### config.mk
export PLATFORM = sky130hd
export DESIGN_NAME = control_fsm
export DESIGN_NICKNAME = d
export VERILOG_FILES = /design/src/rtl/ctrl_pkg.sv /design/src/rtl/ctrl_perf_cnt.sv /design/src/rtl/control_fsm.sv
export SDC_FILE = /design/constraint.sdc
export NUM_CORES = 1
export LEC_CHECK = 0
export CORE_UTILIZATION = 37
export DETAILED_ROUTE_END_ITERATION = 10
export PLACE_DENSITY = 0.77
export RECOVER_POWER = 25
export SYNTH_ARGS = -nofsm -noshare
export SYNTH_HDL_FRONTEND = slang
export SYNTH_SLANG_ARGS = --single-unit
### constraint.sdc
create_clock -name clk -period 1.4 [get_ports clk]
set_input_delay 0.21 -clock clk [delete_from_list [all_inputs] [get_ports clk]]
set_output_delay 0.21 -clock clk [all_outputs]
set_load 0.05 [all_outputs]
### src/rtl/ctrl_pkg.sv
// Shared types and encodings for the multicycle MIPS control unit: state enum,
// 3-bit opcode map and the datapath mux select encodings.
package ctrl_pkg;

    typedef enum logic [2:0] {
        FETCH  = 3'd0,
        DECODE = 3'd1,
        EXEC   = 3'd2,
        MEM    = 3'd3,
        WB     = 3'd4
    } state_t;

    localparam logic [2:0] OP_RTYPE = 3'd0;
    localparam logic [2:0] OP_SLT   = 3'd1;
    localparam logic [2:0] OP_J     = 3'd2;
    localparam logic [2:0] OP_JAL   = 3'd3;
    localparam logic [2:0] OP_LW    = 3'd4;
    localparam logic [2:0] OP_SW    = 3'd5;
    localparam logic [2:0] OP_BEQ   = 3'd6;
    localparam logic [2:0] OP_ADDI  = 3'd7;

    localparam logic [1:0] ALUOP_FUNCT = 2'b00;
    localparam logic [1:0] ALUOP_ADD   = 2'b01;
    localparam logic [1:0] ALUOP_SUB   = 2'b10;
    localparam logic [1:0] ALUOP_ADDI  = 2'b11;

    localparam logic [1:0] SRCB_REGB = 2'b00;
    localparam logic [1:0] SRCB_ONE  = 2'b01;
    localparam logic [1:0] SRCB_IMM  = 2'b10;

    localparam logic [1:0] REGDST_RT  = 2'b00;
    localparam logic [1:0] REGDST_RD  = 2'b01;
    localparam logic [1:0] REGDST_R31 = 2'b10;

    localparam logic [1:0] M2R_ALU = 2'b00;
    localparam logic [1:0] M2R_MEM = 2'b01;
    localparam logic [1:0] M2R_PC  = 2'b10;

    localparam logic [1:0] PCSRC_ALU    = 2'b00;
    localparam logic [1:0] PCSRC_BRANCH = 2'b01;
    localparam logic [1:0] PCSRC_JUMP   = 2'b10;

endpackage

### src/rtl/ctrl_perf_cnt.sv
// Free-running cycle counter and retired-instruction counter, both wrapping
// modulo 2^CNT_W and cleared by rst.
module ctrl_perf_cnt #(
    parameter int CNT_W = 32
) (
    input  logic             clk,
    input  logic             rst,
    input  logic             instr_done,
    output logic [CNT_W-1:0] cycle_cnt,
    output logic [CNT_W-1:0] instr_cnt
);

    logic [CNT_W-1:0] cycle_reg;
    logic [CNT_W-1:0] instr_reg;

    always_ff @(posedge clk) begin
        if (rst) begin
            cycle_reg <= '0;
            instr_reg <= '0;
        end else begin
            cycle_reg <= cycle_reg + CNT_W'(1);
            if (instr_done) begin
                instr_reg <= instr_reg + CNT_W'(1);
            end
        end
    end

    assign cycle_cnt = cycle_reg;
    assign instr_cnt = instr_reg;

endmodule

### src/rtl/control_fsm.sv
// Multicycle control FSM: FETCH/DECODE/EXEC/MEM/WB with mem_req/mem_ack stalls.
// Define CTRL_PERF_CNT_EN to add the cycle_cnt/instr_cnt performance counters.
module control_fsm
    import ctrl_pkg::*;
#(
    parameter int OPCODE_W = 4,
    parameter int CNT_W    = 32
) (
    input  logic                clk,
    input  logic                rst,
    input  logic [OPCODE_W-1:0] opcode,
    input  logic                alu_zero,
    input  logic                mem_ack,
    output logic                pc_write,
    output logic                ir_write,
    output logic                mem_req,
    output logic                mem_we,
    output logic                sig_iord,
    output logic [1:0]          sig_ALUop,
    output logic                sig_ALUsrcA,
    output logic [1:0]          sig_ALUsrcB,
    output logic [1:0]          sig_regDst,
    output logic [1:0]          sig_memtoReg,
    output logic                sig_regWrite,
    output logic [1:0]          sig_pcSrc,
    output logic                sign_or_zero,
    output logic                illegal_op,
    output logic                instr_done
`ifdef CTRL_PERF_CNT_EN
    ,
    output logic [CNT_W-1:0]    cycle_cnt,
    output logic [CNT_W-1:0]    instr_cnt
`endif
);

    if (OPCODE_W < 3 || CNT_W < 1) begin : g_param_check
        $error("control_fsm: OPCODE_W must be >= 3 and CNT_W >= 1");
    end

    state_t     state_reg, state_next;
    logic [2:0] op_reg, op_next;
    logic       op_legal;

    // Only the low three bits carry the opcode map; anything above must be zero.
    if (OPCODE_W > 3) begin : g_wide_op
        assign op_legal = ~|opcode[OPCODE_W-1:3];
    end else begin : g_narrow_op
        assign op_legal = 1'b1;
    end

    always_ff @(posedge clk) begin
        if (rst) begin
            state_reg <= FETCH;
            op_reg    <= '0;
        end else begin
            state_reg <= state_next;
            op_reg    <= op_next;
        end
    end

    always_comb begin
        state_next   = state_reg;
        op_next      = op_reg;
        pc_write     = 1'b0;
        ir_write     = 1'b0;
        mem_req      = 1'b0;
        mem_we       = 1'b0;
        sig_iord     = 1'b0;
        sig_ALUop    = ALUOP_FUNCT;
        sig_ALUsrcA  = 1'b0;
        sig_ALUsrcB  = SRCB_REGB;
        sig_regDst   = REGDST_RT;
        sig_memtoReg = M2R_ALU;
        sig_regWrite = 1'b0;
        sig_pcSrc    = PCSRC_ALU;
        sign_or_zero = 1'b1;
        illegal_op   = 1'b0;
        instr_done   = 1'b0;

        // Reset cycle shows the FETCH request but suppresses every strobe.
        if (rst) begin
            mem_req = 1'b1;
        end else begin
            unique case (state_reg)
                FETCH: begin
                    mem_req = 1'b1;
                    if (mem_ack) begin
                        ir_write    = 1'b1;
                        pc_write    = 1'b1;
                        sig_ALUsrcB = SRCB_ONE;
                        sig_ALUop   = ALUOP_ADD;
                        state_next  = DECODE;
                    end
                end
                DECODE: begin
                    op_next = opcode[2:0];
                    if (!op_legal) begin
                        illegal_op = 1'b1;
                        state_next = FETCH;
                    end else begin
                        state_next = EXEC;
                    end
                end
                EXEC: begin
                    unique case (op_reg)
                        OP_RTYPE, OP_SLT: begin
                            sig_ALUop   = ALUOP_FUNCT;
                            sig_ALUsrcA = 1'b1;
                            state_next  = WB;
                        end
                        OP_ADDI: begin
                            sig_ALUop   = ALUOP_ADDI;
                            sig_ALUsrcB = SRCB_IMM;
                            state_next  = WB;
                        end
                        OP_LW, OP_SW: begin
                            sig_ALUop   = ALUOP_ADD;
                            sig_ALUsrcB = SRCB_IMM;
                            state_next  = MEM;
                        end
                        OP_BEQ: begin
                            sig_ALUop  = ALUOP_SUB;
                            pc_write   = alu_zero;
                            sig_pcSrc  = PCSRC_BRANCH;
                            instr_done = 1'b1;
                            state_next = FETCH;
                        end
                        OP_J, OP_JAL: begin
                            pc_write   = 1'b1;
                            sig_pcSrc  = PCSRC_JUMP;
                            instr_done = 1'b1;
                            state_next = FETCH;
                            if (op_reg == OP_JAL) begin
                                sig_regWrite = 1'b1;
                                sig_regDst   = REGDST_R31;
                                sig_memtoReg = M2R_PC;
                            end
                        end
                        default: state_next = FETCH;
                    endcase
                end
                MEM: begin
                    mem_req  = 1'b1;
                    sig_iord = 1'b1;
                    mem_we   = (op_reg == OP_SW);
                    if (mem_ack) begin
                        if (op_reg == OP_SW) begin
                            instr_done = 1'b1;
                            state_next = FETCH;
                        end else begin
                            state_next = WB;
                        end
                    end
                end
                WB: begin
                    sig_regWrite = 1'b1;
                    instr_done   = 1'b1;
                    state_next   = FETCH;
                    if (op_reg == OP_LW) begin
                        sig_regDst   = REGDST_RT;
                        sig_memtoReg = M2R_MEM;
                    end else if (op_reg == OP_ADDI) begin
                        sig_regDst = REGDST_RT;
                    end else begin
                        sig_regDst = REGDST_RD;
                    end
                end
                default: state_next = FETCH;
            endcase
        end
    end

`ifdef CTRL_PERF_CNT_EN
    ctrl_perf_cnt #(
        .CNT_W(CNT_W)
    ) u_perf_cnt (
        .clk       (clk),
        .rst       (rst),
        .instr_done(instr_done),
        .cycle_cnt (cycle_cnt),
        .instr_cnt (instr_cnt)
    );
`endif

endmodule

==> results of run 1 <==
## per-stage QoR
step	setup TNS (ns)	hold WS [ns]	area (µm²)
3_5_place_dp	-6.77	0.538	1180
2_1_floorplan	-2.67	0.357	598
3_3_place_gp	-5.92	0.533	1180
## Yosys cell counts, drive strengths merged, types with 2 or more instances
library cell  instances  area share (%)
buf                   4             4.8
inv                   2             1.4
nor2                  7             5.0
and2                  3             3.6
nand2b                4             4.8
nor3                  5             6.7
o211ai                2             2.9
clkbuf                3             2.2
nand2                 3             2.2
dfxtp                 6              23
and3                  2             2.4
mux2i                 5             9.6
nor2b                 3             3.6
o21ai                 2             1.9
## logic make-up after synthesis
logic type	Yosys count	share of synthesized area (%)
other	1	0.717
AOI/OAI and AO/OA	11	14.4
DFF	6	23.0
xor gates and xnor gates	1	1.67
and+or+nand+nor	35	42.3
buffers and inverters	9	8.37
muxes	5	9.57
==> run metrics, run 1 <==
Die Wd 39.6 µm; EDFF count, synth 0; maximum clock path buffer count 2; CTS Buf Count 3; post-DP HPWL 1780 µm; PortBufs 26; top_reg_cell synth dfxtp_1; Seq/Total Area, Yosys 23.0%; Die Y 39.6 µm; Netlist cell types 34; Starting Density 40.2%; # resized after CTS 35; Sink Count 6; YS warnings 0; DP Worst Slack -0.490 ns; hold buffers post-CTS 0; Final Wtd Congestion 0.843; Synth Instances 68; root buf cell clkbuf_4; H-tree lvl count 1; Cell Rows 13; error msg [ERROR DPL-0038] Utilization greater than 100%, impossible to legalize; area of the mapped netlist 523 µm²; I/O pin count 28; Avg Cell Area, Syn 7.69 µm²; Setup Buffers After CTS 8; outcome aborted with a tool error; Placed Cells 123; Post-synth ARST share 0%; Post-Syn Nets 76; Stopped at 4_1_cts; flops & latches, synth 6
==> run 2: changes to the inputs <==
--- a/config.mk
+++ b/config.mk
@@ -5,9 +5,10 @@
 export SDC_FILE = /design/constraint.sdc
 export NUM_CORES = 1
 export LEC_CHECK = 0
-export CORE_UTILIZATION = 37
+export CORE_AREA = 2 2 63 65
 export DETAILED_ROUTE_END_ITERATION = 10
-export PLACE_DENSITY = 0.77
+export DIE_AREA = 0 0 65 67
+export PLACE_DENSITY_LB_ADDON = 0.15
 export RECOVER_POWER = 25
 export SYNTH_ARGS = -nofsm -noshare
 export SYNTH_HDL_FRONTEND = slang
==> run metrics, run 2 <==
outcome finished, violations left (was aborted with a tool error); failing checks negative setup slack; maximum clock path buffer count 2 (unchanged); Crit Path Class reg -> out; # Max-Cap Violations 0; Sink Count 6 (unchanged); fin nets 130; clk_lat worst skew 0.22 ns; PortBufs 26 (unchanged); critical path capture point type output port; pwr dens 521 nW/µm²; worst-path cell chain or4b_4 > o211ai_1 > buf_12; Avg Cell Area, Syn 7.69 µm² (unchanged); Die Wd 65 µm (was 39.6 µm); initial antenna violation count 0; Lkg Pwr 0.579 nW; clock skew 0.00354 ns; r2r setup slk 0.08 ns; Seq/Total Area, Yosys 23.0% (unchanged); CTS clk-pin slew, worst paths 0.04 ns; ranking of synthesized cells by area dfxtp_1 (23%), mux2i_1 (9.6%), nor2_1 (5.0%), nand2b_1 (4.8%), nor3_2 (3.8%) (unchanged); critical path depth in cells 3; period utilization 123%; hold endpoint op_reg[2]$_SDFFE_PP0N_; vias in the first global route 676; Post-Syn Nets 76 (unchanged); DP Area 1210 µm² (was 1180 µm²); fin area 1470 µm²; via count 687; Post-synth ARST share 0% (unchanged); post-DP HPWL 1490 µm (was 1780 µm); P&R area growth vs syn 181%; Starting Density 14.5% (was 40.2%); DRC 0; worst r2r src state_reg[1]$_SDFFE_PP0P_; worst hold stages 2; Die Y 67 µm (was 39.6 µm); Worst Path Buf+Inv 1; drt total wl 2020 µm; Worst path top cell family by delay simple AND/OR/NAND/NOR gates; 1st-iter DRT viols 12; reg2reg end state_reg[0]$_SDFFE_PP0P_; drt pass-1 iters 4; Tmin final 1.73 ns; worst min path class reg -> reg; flops & latches, synth 6 (unchanged); Cell Rows 22 (was 13); Setup Viol. Count Final 19; CP max FO 4; final antenna-violating net count 0; maximum clock frequency 0.579 GHz; top_reg_cell synth dfxtp_1 (unchanged); total die area 4360 µm²; crit path DAT 1.52 ns; core box area 3610 µm²; hold buffers post-CTS 0 (unchanged); VDD IR max 0.278 mV; most frequent cells in the layout buf_12 (21), buf_6 (14), buf_4 (14); area of the mapped netlist 523 µm² (unchanged); crit path launch type flop; CTS Buf Count 3 (unchanged); grt ovf 0; first-pass GRT wire length 3230 µm; min-delay src op_reg[2]$_SDFFE_PP0N_; area leader, netlist dfxtp_1 (unchanged); wire per inst 12.0 µm; YS warnings 0 (unchanged); share of the synthesized area in the top cell type 23.0% (unchanged); Worst R2R Path Depth 5; largest net degree at the start of global routing 10; ant diodes 0; final hold viol count 0; Worst path max stage delay 0.61 ns; Netlist cell types 34 (unchanged); Total GRT Usage 9.73%; top-count cell post-synth nor2_1 (unchanged); Synth Instances 68 (unchanged); I/O pin count 28 (unchanged); Tot Pwr 0.765 mW; Slowest-stage cell, CP or4b_4; EDFF count, synth 0 (unchanged); fin. max-slew vios 0; worst path required time 1.19 ns; DR vias/cell 4.09; H-tree lvl count 1 (unchanged); CTS tree built; Final WS setup -0.328 ns; layout cells sized above 1 64.2%; most common cell after layout, fill and taps aside buf_12; RSZ-0062 raised after global routing yes; Final Wtd Congestion 0.753 (was 0.843); root buf cell clkbuf_8 (was clkbuf_4); Hold WS 0.569 ns; Commonest cells post-synth nor2_1 (7), dfxtp_1 (6), mux2i_1 (5) (unchanged)
[run 2: cell counts after synthesis]
Identical to the previous run, type by type.
[run 2: through the flow]
stage | setup TNS [ns] | setup WS [ns] | cells | utilization, %
CTS | -4.15 | -0.326 | 167 | 39.7
global placement | -6.31 | -0.492 | 153 | 33.5
detailed placement | -6.36 | -0.499 | 153 | 33.5
global route | -5.00 | -0.355 | 168 | 40.7
floorplan | -2.67 | -0.387 | 68 | -
finish | -4.07 | -0.328 | 168 | 40.7
[run 2: area by class of cell]
type	instances	area, µm²
Tap cell	48	60.1
Multi-Input combinational cell	53	480
Inverter	2	11.3
Timing Repair Buffer	56	752
Clock buffer	3	41.3
Fill cell	356	2140
Sequential cell	6	124
[run 2: timing repair]
item / 4_1_cts / 5_1_grt
setup buffers: 11 / 2
resized for setup: 24 / 9
pin swaps: 9 / 6
setup endpoints to repair: 19 / 22
[run 2: worst max path at each step]
stage / startpoint / endpoint / slack [ns]
6_report: state_reg[1]$_SDFFE_PP0P_ / instr_done / -0.33
5_1_grt: state_reg[1]$_SDFFE_PP0P_ / sig_regDst[0] / -0.36
4_1_cts: state_reg[0]$_SDFFE_PP0P_ / sig_regDst[0] / -0.33
3_5_place_dp: rst / instr_done / -0.50
3_3_place_gp: rst / sig_regDst[0] / -0.49
2_1_floorplan: state_reg[0]$_SDFFE_PP0P_ / instr_done / -0.39
[run 2: per-layer routing]
layer | global-route usage (%) | up-vias | wire [µm]
met5 | 0 | - | 0
met2 | 16.0 | 18 | 1060
met4 | 3.99 | 0 | 19
met3 | 2.70 | 2 | 97
li1 | - | 344 | -
met1 | 11.9 | 323 | 847
[run 2: cells by family (layout without fill, tap and decap cells)]
logic type	count (synthesis)	in the layout	share of synthesized area, %
simple gates	35	35	42.3
compound gates	11	11	14.4
buf+inv	9	61	8.37
flops	6	6	23.0
mux	5	5	9.57
other cells	1	1	0.717
xor+xnor	1	1	1.67
[run 2: worst register-to-register path: stages (launching register included)]
cell       delay [ns]
dfxtp_2          0.32
buf_6            0.13
buf_6            0.12
buf_4            0.14
nor2b_1          0.14
a2111oi_1        0.36
[run 2: power by group]
part	switching, mW	internal (mW)
Combinational	0.148	0.164
Sequential	0.00844	0.181
Clock	0.0788	0.185
Note: power is estimated with default switching activity, not from simulation.
==> run 3: changes to the inputs <==
--- a/config.mk
+++ b/config.mk
@@ -10,6 +10,7 @@
 export DIE_AREA = 0 0 65 67
 export PLACE_DENSITY_LB_ADDON = 0.15
 export RECOVER_POWER = 25
+export REMOVE_ABC_BUFFERS = 1
 export SYNTH_ARGS = -nofsm -noshare
 export SYNTH_HDL_FRONTEND = slang
 export SYNTH_SLANG_ARGS = --single-unit
==> run metrics, run 3 (synthesis gave the netlist of run 2 again) <==
DR vias/cell 3.96 (was 4.09); worst path required time 1.19 ns (about the same); PortBufs 26 (unchanged); RSZ-0062 raised after global routing yes (unchanged); CTS tree built (unchanged); clock share of power 33.6% (was 34.5%); 1st-iter DRT viols 8 (was 12); DRC 0 (unchanged); Final Wtd Congestion 0.770 (was 0.753); largest net degree at the start of global routing 9 (was 10); ant diodes 0 (unchanged); core box area 3610 µm² (unchanged); Cell Rows 22 (unchanged); crit path launch type flop (unchanged); DP Worst Slack -0.506 ns (was -0.499 ns); maximum clock path buffer count 2 (unchanged); Setup Viol. Count Final 22 (was 19); Lkg Pwr 0.586 nW (was 0.579 nW); CTS Buf Count 3 (unchanged); P&R area growth vs syn 169% (was 181%); clk_lat worst skew 0.22 ns (about the same); root buf cell clkbuf_8 (unchanged); crit path DAT 1.52 ns (about the same); worst min path class in -> reg (was reg -> reg); Hold WS 0.547 ns (was 0.569 ns); Reg power frac 25.9% (was 24.8%); I/O pin count 28 (unchanged); Starting Density 14.5% (unchanged); worst hold stages 3 (was 2); wire per inst 11.2 µm (was 12.0 µm); Final WS setup -0.333 ns (was -0.328 ns); grt ovf 0 (unchanged); Crit Path Class reg -> out (unchanged); outcome finished, violations left (unchanged); clock skew 0.000774 ns (was 0.00354 ns); final hold viol count 0 (unchanged); vias in the first global route 675 (was 676); P_sw 0.215 mW (was 0.235 mW); post-DP HPWL 1460 µm (was 1490 µm); final antenna-violating net count 0 (unchanged); first-pass GRT wire length 3180 µm (was 3230 µm); fin. max-slew vios 0 (unchanged); Die Wd 65 µm (unchanged); Tmin final 1.73 ns (about the same); maximum clock frequency 0.577 GHz (was 0.579 GHz); Worst R2R Path Depth 9 (was 5); drt pass-1 iters 4 (unchanged); Pint 0.526 mW (was 0.530 mW); drt total wl 1900 µm (was 2020 µm); critical path capture point type output port (unchanged); failing checks negative setup slack (unchanged); CTS clk-pin slew, worst paths 0.03 ns (was 0.04 ns); Comb pwr share 40.5% (was 40.7%); CP max FO 4 (unchanged); worst-path cell chain or4b_4 > o211ai_1 > buf_12 (unchanged); Net Sw Frac 29.1% (was 30.7%); # Max-Cap Violations 0 (unchanged); most frequent cells in the layout buf_4 (22), buf_12 (19), buf_6 (10) (was buf_12 (21), buf_6 (14), buf_4 (14)); total die area 4360 µm² (unchanged); fin nets 132 (was 130); period utilization 124% (was 123%); pwr dens 527 nW/µm² (was 521 nW/µm²); H-tree lvl count 1 (unchanged); layout cells sized above 1 60.7% (was 64.2%); via count 674 (was 687); initial antenna violation count 0 (unchanged); VDD IR max 0.282 mV (was 0.278 mV); Total GRT Usage 9.72% (was 9.73%); hold buffers post-CTS 0 (unchanged); most common cell after layout, fill and taps aside buf_4 (was buf_12); Worst path max stage delay 0.60 ns (was 0.61 ns); FILL cells 356 (unchanged); Slowest-stage cell, CP or4b_4 (unchanged); Die Y 67 µm (unchanged); Tot Pwr 0.741 mW (was 0.765 mW); Sink Count 6 (unchanged)
-- run 3: cell types whose count changed in the layout (fill, tap and decap cells not counted), sizes merged --
cell	delta
buf	+2
clkinvlp	-1
inv	+1
-- run 3: cell type report --
type	count	area [µm²]	area share, %
clock buffers	3	41.3	2.94
flip-flops and latches	6	123	8.72
inverters	2	7.51	0.534
multi-input cells	53	448	31.9
well taps	48	60.1	4.27
repair buffers	58	727	51.7
-- run 3: metrics by stage --
step	utilization (%)	cells	area, µm²	setup TNS, ns
2_1_floorplan	-	61	487	-7.02
6_report	39.0	170	1410	-4.26
4_1_cts	37.3	169	1340	-4.60
3_5_place_dp	32.2	157	1160	-6.05
3_3_place_gp	32.2	157	1160	-6.06
5_1_grt	39.0	170	1410	-5.66
-- run 3: routing by layer --
layer | GRT usage [%] | up-vias | wire length, µm
met3 | 2.03 | 2 | 93
met2 | 16.5 | 17 | 970
li1 | - | 345 | -
met5 | 0 | - | 0
met1 | 11.3 | 310 | 819
met4 | 5.59 | 0 | 16
-- run 3: critical path, delay by kind of cell, from the launching register on --
| kind | cells | cell delay (ns) |
|---|---|---|
| compound gates | 1 | 0.18 |
| buf+inv | 1 | 0.18 |
| simple gates | 1 | 0.60 |
| flops | 1 | 0.33 |
-- run 3: worst paths after layout --
| check | start | endpoint | slack, ns |
|---|---|---|---|
| hold reg to reg | op_reg[2]$_SDFFE_PP0N_ | state_reg[2]$_SDFFE_PP0P_ | 0.62 |
| hold / removal | rst | op_reg[0]$_SDFFE_PP0N_ | 0.55 |
| setup / recovery | state_reg[0]$_SDFFE_PP0P_ | instr_done | -0.33 |
| setup reg to reg | state_reg[0]$_SDFFE_PP0P_ | op_reg[0]$_SDFFE_PP0N_ | -0.12 |
-- run 3: timing repair --
| item | CTS | global route |
|---|---|---|
| setup endpoints to repair | 19 | 23 |
| gates resized for setup | 18 | 15 |
| setup buffers | 10 | 1 |
| pin swaps | 7 | 4 |
| gates cloned | 0 | 0 |
-- run 3: power groups by stage --
stage          Sequential (mW)  Clock (mW)  Combinational (mW)
5_1_grt                  0.193       0.264               0.318
3_3_place_gp             0.192           0               0.246
3_5_place_dp             0.192           0               0.246
2_1_floorplan            0.199           0               0.101
6_report                 0.192       0.249               0.300
4_1_cts                  0.190       0.255               0.282
==> run 4: changes to the inputs <==
--- a/config.mk
+++ b/config.mk
@@ -5,6 +5,7 @@
 export SDC_FILE = /design/constraint.sdc
 export NUM_CORES = 1
 export LEC_CHECK = 0
+export ABC_CLOCK_PERIOD_IN_PS = 1400
 export CORE_AREA = 2 2 63 65
 export DETAILED_ROUTE_END_ITERATION = 10
 export DIE_AREA = 0 0 65 67
==> results of run 4 <==
Same layout as run 3: the final DEF is identical, and so are final timing and power.
